===== config.mk =====
export PLATFORM = sky130hd
export DESIGN_NAME = bus_arbiter4_flat
export DESIGN_NICKNAME = d
export VERILOG_FILES = /design/src/rtl/bus_arbiter4_if.sv /design/src/rtl/bus_arbiter4.sv /design/src/flat_wrapper.sv
export SDC_FILE = /design/constraint.sdc
export NUM_CORES = 1
export LEC_CHECK = 0
export ABC_AREA = 1
export CAP_MARGIN = 25
export CORE_ASPECT_RATIO = 1.75
export CORE_MARGIN = 3
export CORE_UTILIZATION = 40
export CTS_BUF_LIST = sky130_fd_sc_hd__clkbuf_8 sky130_fd_sc_hd__clkbuf_16
export DETAILED_ROUTE_END_ITERATION = 7
export GPL_TIMING_DRIVEN = 0
export PLACE_DENSITY = 0.74
export SYNTH_ARGS = -nofsm -noshare
export SYNTH_HDL_FRONTEND = slang
export SYNTH_SLANG_ARGS = --single-unit

===== constraint.sdc =====
create_clock -name clk -period 2.89 [get_ports clk]
set_input_delay 0.4335 -clock clk [delete_from_list [all_inputs] [get_ports clk]]
set_output_delay 0.4335 -clock clk [all_outputs]
set_load 0.02 [all_outputs]

===== src/rtl/bus_arbiter4_if.sv =====
// Bundle of the request/data/grant signals shared between the four requesters
// and the round-robin bus arbiter.
interface bus_arbiter4_if #(
  parameter int DATA_BITS = 8
);
  logic [3:0]           req;
  logic [DATA_BITS-1:0] in0;
  logic [DATA_BITS-1:0] in1;
  logic [DATA_BITS-1:0] in2;
  logic [DATA_BITS-1:0] in3;
  logic [3:0]           gnt;
  logic [1:0]           sel;
  logic                 busy;
  logic [DATA_BITS-1:0] bus_out;

  modport master (
    output req, in0, in1, in2, in3,
    input  gnt, sel, busy, bus_out
  );

  modport slave (
    input  req, in0, in1, in2, in3,
    output gnt, sel, busy, bus_out
  );
endinterface


===== src/rtl/bus_arbiter4.sv =====
// Four-way round-robin bus arbiter with a hold limit; the registered owner
// index steers a 4:1 data mux onto the shared bus.
module bus_arbiter4 #(
  parameter int DATA_BITS = 8,
  parameter int MAX_HOLD  = 4
) (
  input logic          clk,
  input logic          reset,
  bus_arbiter4_if.slave bus
);
  localparam logic [3:0] HOLD_LAST = 4'(MAX_HOLD - 1);

  typedef enum logic {IDLE, GRANT} state_t;

  state_t     state_reg, state_next;
  logic [3:0] gnt_reg, gnt_next;
  logic [1:0] sel_reg, sel_next;
  logic       busy_reg, busy_next;
  logic [1:0] last_reg, last_next;
  logic [3:0] hold_cnt_reg, hold_cnt_next;

  logic [DATA_BITS-1:0] data_arr [4];
  logic [3:0] owner_mask;
  logic [3:0] idle_win_oh;
  logic [3:0] rot_win_oh;
  logic [1:0] idle_win;
  logic [1:0] rot_win;
  logic       others_req;

  // First set bit of r scanning upward from base+1, wrapping; base itself last.
  function automatic logic [1:0] rr_pick(input logic [3:0] r, input logic [1:0] base);
    logic [1:0] idx;
    rr_pick = base;
    for (int off = 4; off >= 1; off--) begin
      idx = base + 2'(off);
      if (r[idx]) rr_pick = idx;
    end
  endfunction

  assign data_arr[0] = bus.in0;
  assign data_arr[1] = bus.in1;
  assign data_arr[2] = bus.in2;
  assign data_arr[3] = bus.in3;

  assign idle_win = rr_pick(bus.req, last_reg);
  // Masking the owner out makes hand-over and forced rotation share one search.
  assign rot_win  = rr_pick(bus.req & ~owner_mask, sel_reg);

  genvar gi;
  generate
    for (gi = 0; gi < 4; gi++) begin : g_decode
      assign owner_mask[gi]  = (sel_reg == 2'(gi));
      assign idle_win_oh[gi] = (idle_win == 2'(gi));
      assign rot_win_oh[gi]  = (rot_win == 2'(gi));
    end
  endgenerate

  assign others_req = |(bus.req & ~owner_mask);

  always_ff @(posedge clk) begin
    if (reset) begin
      state_reg    <= IDLE;
      gnt_reg      <= 4'b0000;
      sel_reg      <= 2'd0;
      busy_reg     <= 1'b0;
      last_reg     <= 2'd3;
      hold_cnt_reg <= 4'd0;
    end else begin
      state_reg    <= state_next;
      gnt_reg      <= gnt_next;
      sel_reg      <= sel_next;
      busy_reg     <= busy_next;
      last_reg     <= last_next;
      hold_cnt_reg <= hold_cnt_next;
    end
  end

  always_comb begin
    state_next    = state_reg;
    gnt_next      = gnt_reg;
    sel_next      = sel_reg;
    busy_next     = busy_reg;
    last_next     = last_reg;
    hold_cnt_next = hold_cnt_reg;
    case (state_reg)
      IDLE: begin
        if (|bus.req) begin
          state_next    = GRANT;
          gnt_next      = idle_win_oh;
          sel_next      = idle_win;
          busy_next     = 1'b1;
          last_next     = idle_win;
          hold_cnt_next = 4'd0;
        end
      end
      GRANT: begin
        if (!bus.req[sel_reg] && others_req) begin
          gnt_next      = rot_win_oh;
          sel_next      = rot_win;
          last_next     = rot_win;
          hold_cnt_next = 4'd0;
        end else if (!bus.req[sel_reg]) begin
          state_next    = IDLE;
          gnt_next      = 4'b0000;
          busy_next     = 1'b0;
          hold_cnt_next = 4'd0;
        end else if (hold_cnt_reg == HOLD_LAST) begin
          if (others_req) begin
            gnt_next  = rot_win_oh;
            sel_next  = rot_win;
            last_next = rot_win;
          end
          hold_cnt_next = 4'd0;
        end else begin
          hold_cnt_next = hold_cnt_reg + 4'd1;
        end
      end
      default: begin
        state_next = IDLE;
        gnt_next   = 4'b0000;
        busy_next  = 1'b0;
      end
    endcase
  end

  assign bus.gnt     = gnt_reg;
  assign bus.sel     = sel_reg;
  assign bus.busy    = busy_reg;
  assign bus.bus_out = busy_reg ? data_arr[sel_reg] : '0;
endmodule


===== src/flat_wrapper.sv =====
// flat-port wrapper written by rule: the top's interface ports become plain ports
module bus_arbiter4_flat 
#(
  parameter int DATA_BITS = 8,
  parameter int MAX_HOLD  = 4
)
  (clk, reset, bus_req, bus_in0, bus_in1, bus_in2, bus_in3, bus_gnt, bus_sel, bus_busy, bus_bus_out);
  bus_arbiter4_if #(.DATA_BITS(DATA_BITS)) bus_i ();
  input logic clk;
  input logic reset;
  input wire logic [$bits(bus_i.req)-1:0] bus_req;
  input wire logic [$bits(bus_i.in0)-1:0] bus_in0;
  input wire logic [$bits(bus_i.in1)-1:0] bus_in1;
  input wire logic [$bits(bus_i.in2)-1:0] bus_in2;
  input wire logic [$bits(bus_i.in3)-1:0] bus_in3;
  output wire logic [$bits(bus_i.gnt)-1:0] bus_gnt;
  output wire logic [$bits(bus_i.sel)-1:0] bus_sel;
  output wire logic [$bits(bus_i.busy)-1:0] bus_busy;
  output wire logic [$bits(bus_i.bus_out)-1:0] bus_bus_out;
  assign bus_i.req = bus_req;
  assign bus_i.in0 = bus_in0;
  assign bus_i.in1 = bus_in1;
  assign bus_i.in2 = bus_in2;
  assign bus_i.in3 = bus_in3;
  assign bus_gnt = bus_i.gnt;
  assign bus_sel = bus_i.sel;
  assign bus_busy = bus_i.busy;
  assign bus_bus_out = bus_i.bus_out;
  bus_arbiter4 #(.DATA_BITS(DATA_BITS), .MAX_HOLD(MAX_HOLD)) u_core (.clk(clk), .reset(reset), .bus(bus_i));
endmodule

==> flow_summary.yaml, run 1 <==
cells_and_area:
  fin_cells: 348
  final_area_sq_um: 2040
  final_common_cell: "nand2_1"
  drive_gt1_frac: 0.0858
  multi_input_area_sq_um: 980
  nFillCells: 358
  nets: 348
  area_growth_pct: 43.5
  final-seq-area_sq_um: 280
  mostFrequentLayoutCells: "nand2_1 (56), clkdlybuf4s50_1 (49), nor2_1 (43)"
  diodes: 0
yosys:
  synth_nets: 292
  synth_edf_count: 0
  synth_top_area_frac: 0.198
  yosysUniqueCellTypes: 28
  syn_inst: 249
  async_reset_ff_frac: 0
  avgSynthCellArea_sq_um: 5.70
  synth-main-ff-cell: "dfxtp_1"
  synth.cell_area_sq_um: 1420
  ys_ff_latch: 14
  yosys_warnings: 0
  synthTopCellsByArea: "dfxtp_1 (20%), nand2_1 (15%), nor2_1 (11%)"
  seq_area_frac_synth: 0.198
  synth_area_leader_cell: "dfxtp_1"
timing:
  worstMarginPinSlew_ns: 0.483
  setup_viol: 0
  finalCritPeriodShare: 0.948
  rsz0062_at_grt: "false"
  drv_slew: 0
  relSlewSlack: 0.678
  max_freq_mhz: 365
  finalSetupTns_ns: 0
  fin_crit_ns: 2.74
  fin_skew_ns: 0.00481
  hold_viol: 0
place:
  post_dp_cell_area_sq_um: 1990
  place_inst: 345
  hpwlAfterDp_um: 3590
  gp_congestion: 0.883
  port_buffers: 51
min_path:
  hold_class: "flop to flop"
clocking:
  postCtsHoldBufs: 0
  cts_tree: "yes"
  clockBufferDepth: 2
  cts_resized: 0
  insertion_delay_ns: 0.25
  htree_num_levels: 1
  cts_made_buffers: 3
  path_clk_slew_ns: 0.05
  clock_sinks: 14
  cts_root_buf: "clkbuf_8"
  post_cts_buffers: 0
global_route:
  grt_max_degree: 12
  grt_pass1_wl_um: 7280
  grt_pass1_vias: 1669
  grt_overflow_total: 0
  antenna_found_initial: 0
  track_usage: 0.213
run:
  drv_cap: 0
critical_path:
  critPathMaxFanout: 10
  crit_path_end_kind: "output port"
  cp_data_arrival_time_ns: 2.31
  cp-start-kind: "flop"
  critPathKind: "flop to output port"
  worstPathRequired_ns: 2.46
detailed_routing:
  drt-total-wl_um: 4390
  dr_total_vias: 1753
  drc: 0
  first_pass_iters: 5
  ant_nets: 0
  vias_per_cell: 5.04
  wl_per_cell_um: 12.6
  drtIter0Drc: 51
power:
  p_leak_nw: 0.957
  power-per-cell-area_nw_per_um2: 1030
  max-vdd-ir-drop_mv: 0.607
floorplan:
  start_util: 0.418
  core_sq_um: 3400
  die_h_um: 84.8
  die_x_um: 51.0
  rows: 28
  io_pins: 53
  die_area_sq_um: 4330
run_status:
  status: "finished, final reports clean"
==> cell families (layout without fill, tap and decap cells) <==
| family | count (synthesis) | after routing | share of synthesized area |
|---|---|---|---|
| compound gates | 52 | 52 | 0.204 |
| xor+xnor | 2 | 2 | 0.0176 |
| fa+ha+maj | 5 | 5 | 0.0441 |
| buf+inv | 37 | 91 | 0.112 |
| flops | 14 | 14 | 0.198 |
| simple gates | 139 | 139 | 0.425 |
==> cell type report <==
cell class,instances,share of cell area
sequential,14,0.138
multi-input combinational,198,0.481
clock buffer,3,0.0203
buffer,9,0.0283
tap,45,0.0277
inverter,28,0.0516
timing repair buffer,51,0.253
==> synth_stat cells, types with 2 or more instances <==
cell      instances
dfxtp_1          14
ha_1              5
nand4_1           3
buf_6             2
a21oi_1          19
o21ai_1           3
nand3_1          27
o211ai_1          3
o21ai_0          23
buf_1             2
nor2_1           43
nand2_1          56
inv_2             4
inv_1            23
buf_2             4
nand2_2           6
==> through the flow <==
| step | utilization | setup slack [ns] | hold WS, ns | power, mW |
|---|---|---|---|---|
| 3_5_place_dp | 0.584 | 0.312 | 0.473 | 1.95 |
| 5_1_grt | 0.599 | 0.00470 | 0.512 | 2.34 |
| 3_3_place_gp | 0.584 | 0.307 | 0.472 | 1.93 |
| 6_report | 0.599 | 0.149 | 0.481 | 2.10 |
| 2_1_floorplan | - | 0.706 | 0.459 | 1.50 |
| 4_1_cts | 0.596 | 0.0322 | 0.481 | 2.11 |
==> critical path, stage by stage (launching register included) <==
cell             delay, ns
dfxtp_1               0.41
buf_6                 0.17
buf_2                 0.22
clkbuf_4              0.25
nor2_1                0.07
nor2_1                0.07
o21ai_0               0.09
a21oi_1               0.15
clkdlybuf4s50_1       0.62
==> final timing paths <==
path,from,end,slack [ns],cells after the start
max reg2reg,u_core.bus.sel[0]$_SDFFE_PP0P_,u_core.bus.gnt[0]$_SDFFE_PP0P_,0.55,14
min,u_core.hold_cnt_reg[3]$_SDFFE_PP0P_,u_core.hold_cnt_reg[3]$_SDFFE_PP0P_,0.48,2
max,u_core.bus.sel[0]$_SDFFE_PP0P_,bus_bus_out[0],0.15,8
min reg2reg,u_core.hold_cnt_reg[3]$_SDFFE_PP0P_,u_core.hold_cnt_reg[3]$_SDFFE_PP0P_,0.48,2
==> power by group <==
| part | leakage, nW | switching, mW | internal (mW) |
|---|---|---|---|
| Clock | 0.0216 | 0.0637 | 0.0920 |
| Combinational | 0.820 | 1.01 | 0.625 |
| Sequential | 0.115 | 0.0558 | 0.253 |
==> layer usage <==
layer  wire [um]  track usage  share of wire
met5           0            0              0
met3         162       0.0337          0.037
met4         139        0.103          0.032
met1        1690        0.213           0.38
met2        2400        0.404           0.55
No activity file was read; power rests on OpenSTA's default activity.
==> inputs of run 2 (changes only) <==
--- a/config.mk
+++ b/config.mk
@@ -6,14 +6,14 @@
 export NUM_CORES = 1
 export LEC_CHECK = 0
 export ABC_AREA = 1
-export CAP_MARGIN = 25
+export CAP_MARGIN = 30
 export CORE_ASPECT_RATIO = 1.75
 export CORE_MARGIN = 3
-export CORE_UTILIZATION = 40
+export CORE_UTILIZATION = 45
 export CTS_BUF_LIST = sky130_fd_sc_hd__clkbuf_8 sky130_fd_sc_hd__clkbuf_16
 export DETAILED_ROUTE_END_ITERATION = 7
 export GPL_TIMING_DRIVEN = 0
-export PLACE_DENSITY = 0.74
+export PLACE_DENSITY = 0.82
 export SYNTH_ARGS = -nofsm -noshare
 export SYNTH_HDL_FRONTEND = slang
 export SYNTH_SLANG_ARGS = --single-unit
==> flow_summary.yaml, run 2 (same netlist as run 1, synthesis figures left out) <==
run_status:
  status: "finished, final reports clean"
floorplan:
  core_sq_um: 2960
  die_x_um: 48.4
  rows: 26
  die_area_sq_um: 3890
  die_h_um: 80.3
  start_util: 0.479
  io_pins: 53
clocking:
  post_cts_buffers: 0
  cts_root_buf: "clkbuf_8"
  insertion_delay_ns: 0.24
  htree_num_levels: 1
  cts_tree: "yes"
  cts_made_buffers: 3
  clock_sinks: 14
  cts_resized: 0
  path_clk_slew_ns: 0.05
  postCtsHoldBufs: 0
  clockBufferDepth: 2
global_route:
  antenna_found_initial: 0
  grt_overflow_total: 0
  track_usage: 0.246
  grt_pass1_wl_um: 7730
  grt_max_degree: 12
  grt_pass1_vias: 1806
critical_path:
  rr_worst_depth: 14
  crit_path_cell_trace: "buf_6 > buf_2 > clkbuf_4 > nor2_1 > nor2_1 > o21ai_0 > a21oi_1 > clkdlybuf4s50_1"
  crit_path_end_kind: "output port"
  crit_top_cell: "nor2_1"
  cp_num_buf_inv: 4
  critPathKind: "flop to output port"
  critPathMaxFanout: 10
  crit_cells: 8
  worstPathRequired_ns: 2.46
  critPathMaxStageDelay_ns: 0.64
  rr_endpoint: "u_core.bus.gnt[1]$_SDFFE_PP0P_"
  cp-start-kind: "flop"
  r2r_setup_slack_ns: 0.69
  cp_data_arrival_time_ns: 2.28
  reg2reg_from: "u_core.bus.sel[0]$_SDFFE_PP0P_"
  cpLargestDelayFamily: "buffers and inverters"
  slowest_stage: "clkdlybuf4s50_1"
timing:
  relSlewSlack: 0.681
  hold_viol: 0
  timing.hold.ws_ns: 0.487
  worstMarginPinSlew_ns: 0.479
  finalSetupTns_ns: 0
  finalCritPeriodShare: 0.938
  rsz0062_at_grt: "false"
  fin_crit_ns: 2.71
  setup_viol: 0
  drv_slew: 0
  max_freq_mhz: 369
  fin_skew_ns: 0.00105
power:
  swShare: 0.540
  p_seq_frac: 0.148
  power-per-cell-area_nw_per_um2: 1030
  max-vdd-ir-drop_mv: 0.636
  p_int_mw: 0.964
  p_leak_nw: 0.986
  p_clk_frac: 0.076
  combPwrFrac: 0.776
  switchingPower_mw: 1.13
detailed_routing:
  ant_nets: 0
  drc: 0
  wl_per_cell_um: 13.0
  first_pass_iters: 4
  vias_per_cell: 5.16
  dr_total_vias: 1776
  drt-total-wl_um: 4480
  drtIter0Drc: 36
cells_and_area:
  final_common_cell: "nand2_1"
  drive_gt1_frac: 0.0828
  fin_util: 0.686
  mostFrequentLayoutCells: "nand2_1 (56), clkdlybuf4s50_1 (47), nor2_1 (43)"
  nets: 347
  diodes: 0
  area_growth_pct: 43.2
  nFillCells: 290
place:
  hpwlAfterDp_um: 3620
  gp_congestion: 0.897
  port_buffers: 51
min_path:
  hp-start: "u_core.hold_cnt_reg[1]$_SDFFE_PP0P_"
  hold_class: "flop to flop"
  hold-path-cell-count: 2
  holdPathEnd: "u_core.hold_cnt_reg[1]$_SDFFE_PP0P_"
run:
  drv_cap: 0
==> run 2: worst max path at each step <==
| stage | slack, ns | startpoint | to |
|---|---|---|---|
| after floorplan | 0.71 | u_core.bus.sel[0]$_SDFFE_PP0P_ | u_core.bus.gnt[1]$_SDFFE_PP0P_ |
| after global routing | 0.01 | u_core.bus.sel[0]$_SDFFE_PP0P_ | bus_bus_out[5] |
| after detailed placement | 0.34 | u_core.bus.sel[0]$_SDFFE_PP0P_ | bus_bus_out[5] |
| after CTS | 0.07 | u_core.bus.sel[0]$_SDFFE_PP0P_ | bus_bus_out[5] |
| final | 0.18 | u_core.bus.sel[0]$_SDFFE_PP0P_ | bus_bus_out[2] |
| after global placement | 0.29 | u_core.bus.sel[0]$_SDFFE_PP0P_ | bus_bus_out[5] |
==> run 2: tightest hold or removal path, stage by stage, from the launching register on <==
cell and delay, ns:
dfxtp_1 0.32, nand2_1 0.06, a21oi_1 0.05
==> run 2: per-stage QoR <==
stage                     setup WS, ns  cells  total power, mW  instance area [sq um]
final                            0.179    344             2.10                   2030
after global routing            0.0108    344             2.37                   2030
after CTS                       0.0732    345             2.11                   2020
after detailed placement         0.340    342             1.94                   1980
after global placement           0.290    342             1.93                   1980
after floorplan                  0.706    249             1.50                   1420
==> run 2: power groups by stage <==
stage	Sequential (mW)	Clock (mW)	Combinational, mW
after floorplan	0.345	0	1.15
after global placement	0.314	0	1.62
after detailed placement	0.316	0	1.63
after CTS	0.312	0.162	1.64
after global routing	0.320	0.169	1.88
final	0.310	0.159	1.63
==> run 2: area by class of cell <==
class                           count  area (sq um)  area share
Buffer                              8          52.6      0.0259
Clock buffer                        3          41.3      0.0203
Inverter                           28           105      0.0517
Multi-Input combinational cell    198           980       0.482
Sequential cell                    14           280       0.138
Tap cell                           42          52.6      0.0259
Timing Repair Buffer               51           520       0.256
==> run 2: layer usage <==
layer,vias to the layer above,track usage,share of wire,wire length (um)
met5,-,0,0,0
met4,0,0.171,0.054,240
met3,25,0.0482,0.053,237
met2,58,0.485,0.53,2390
met1,781,0.218,0.36,1620
li1,912,-,-,-
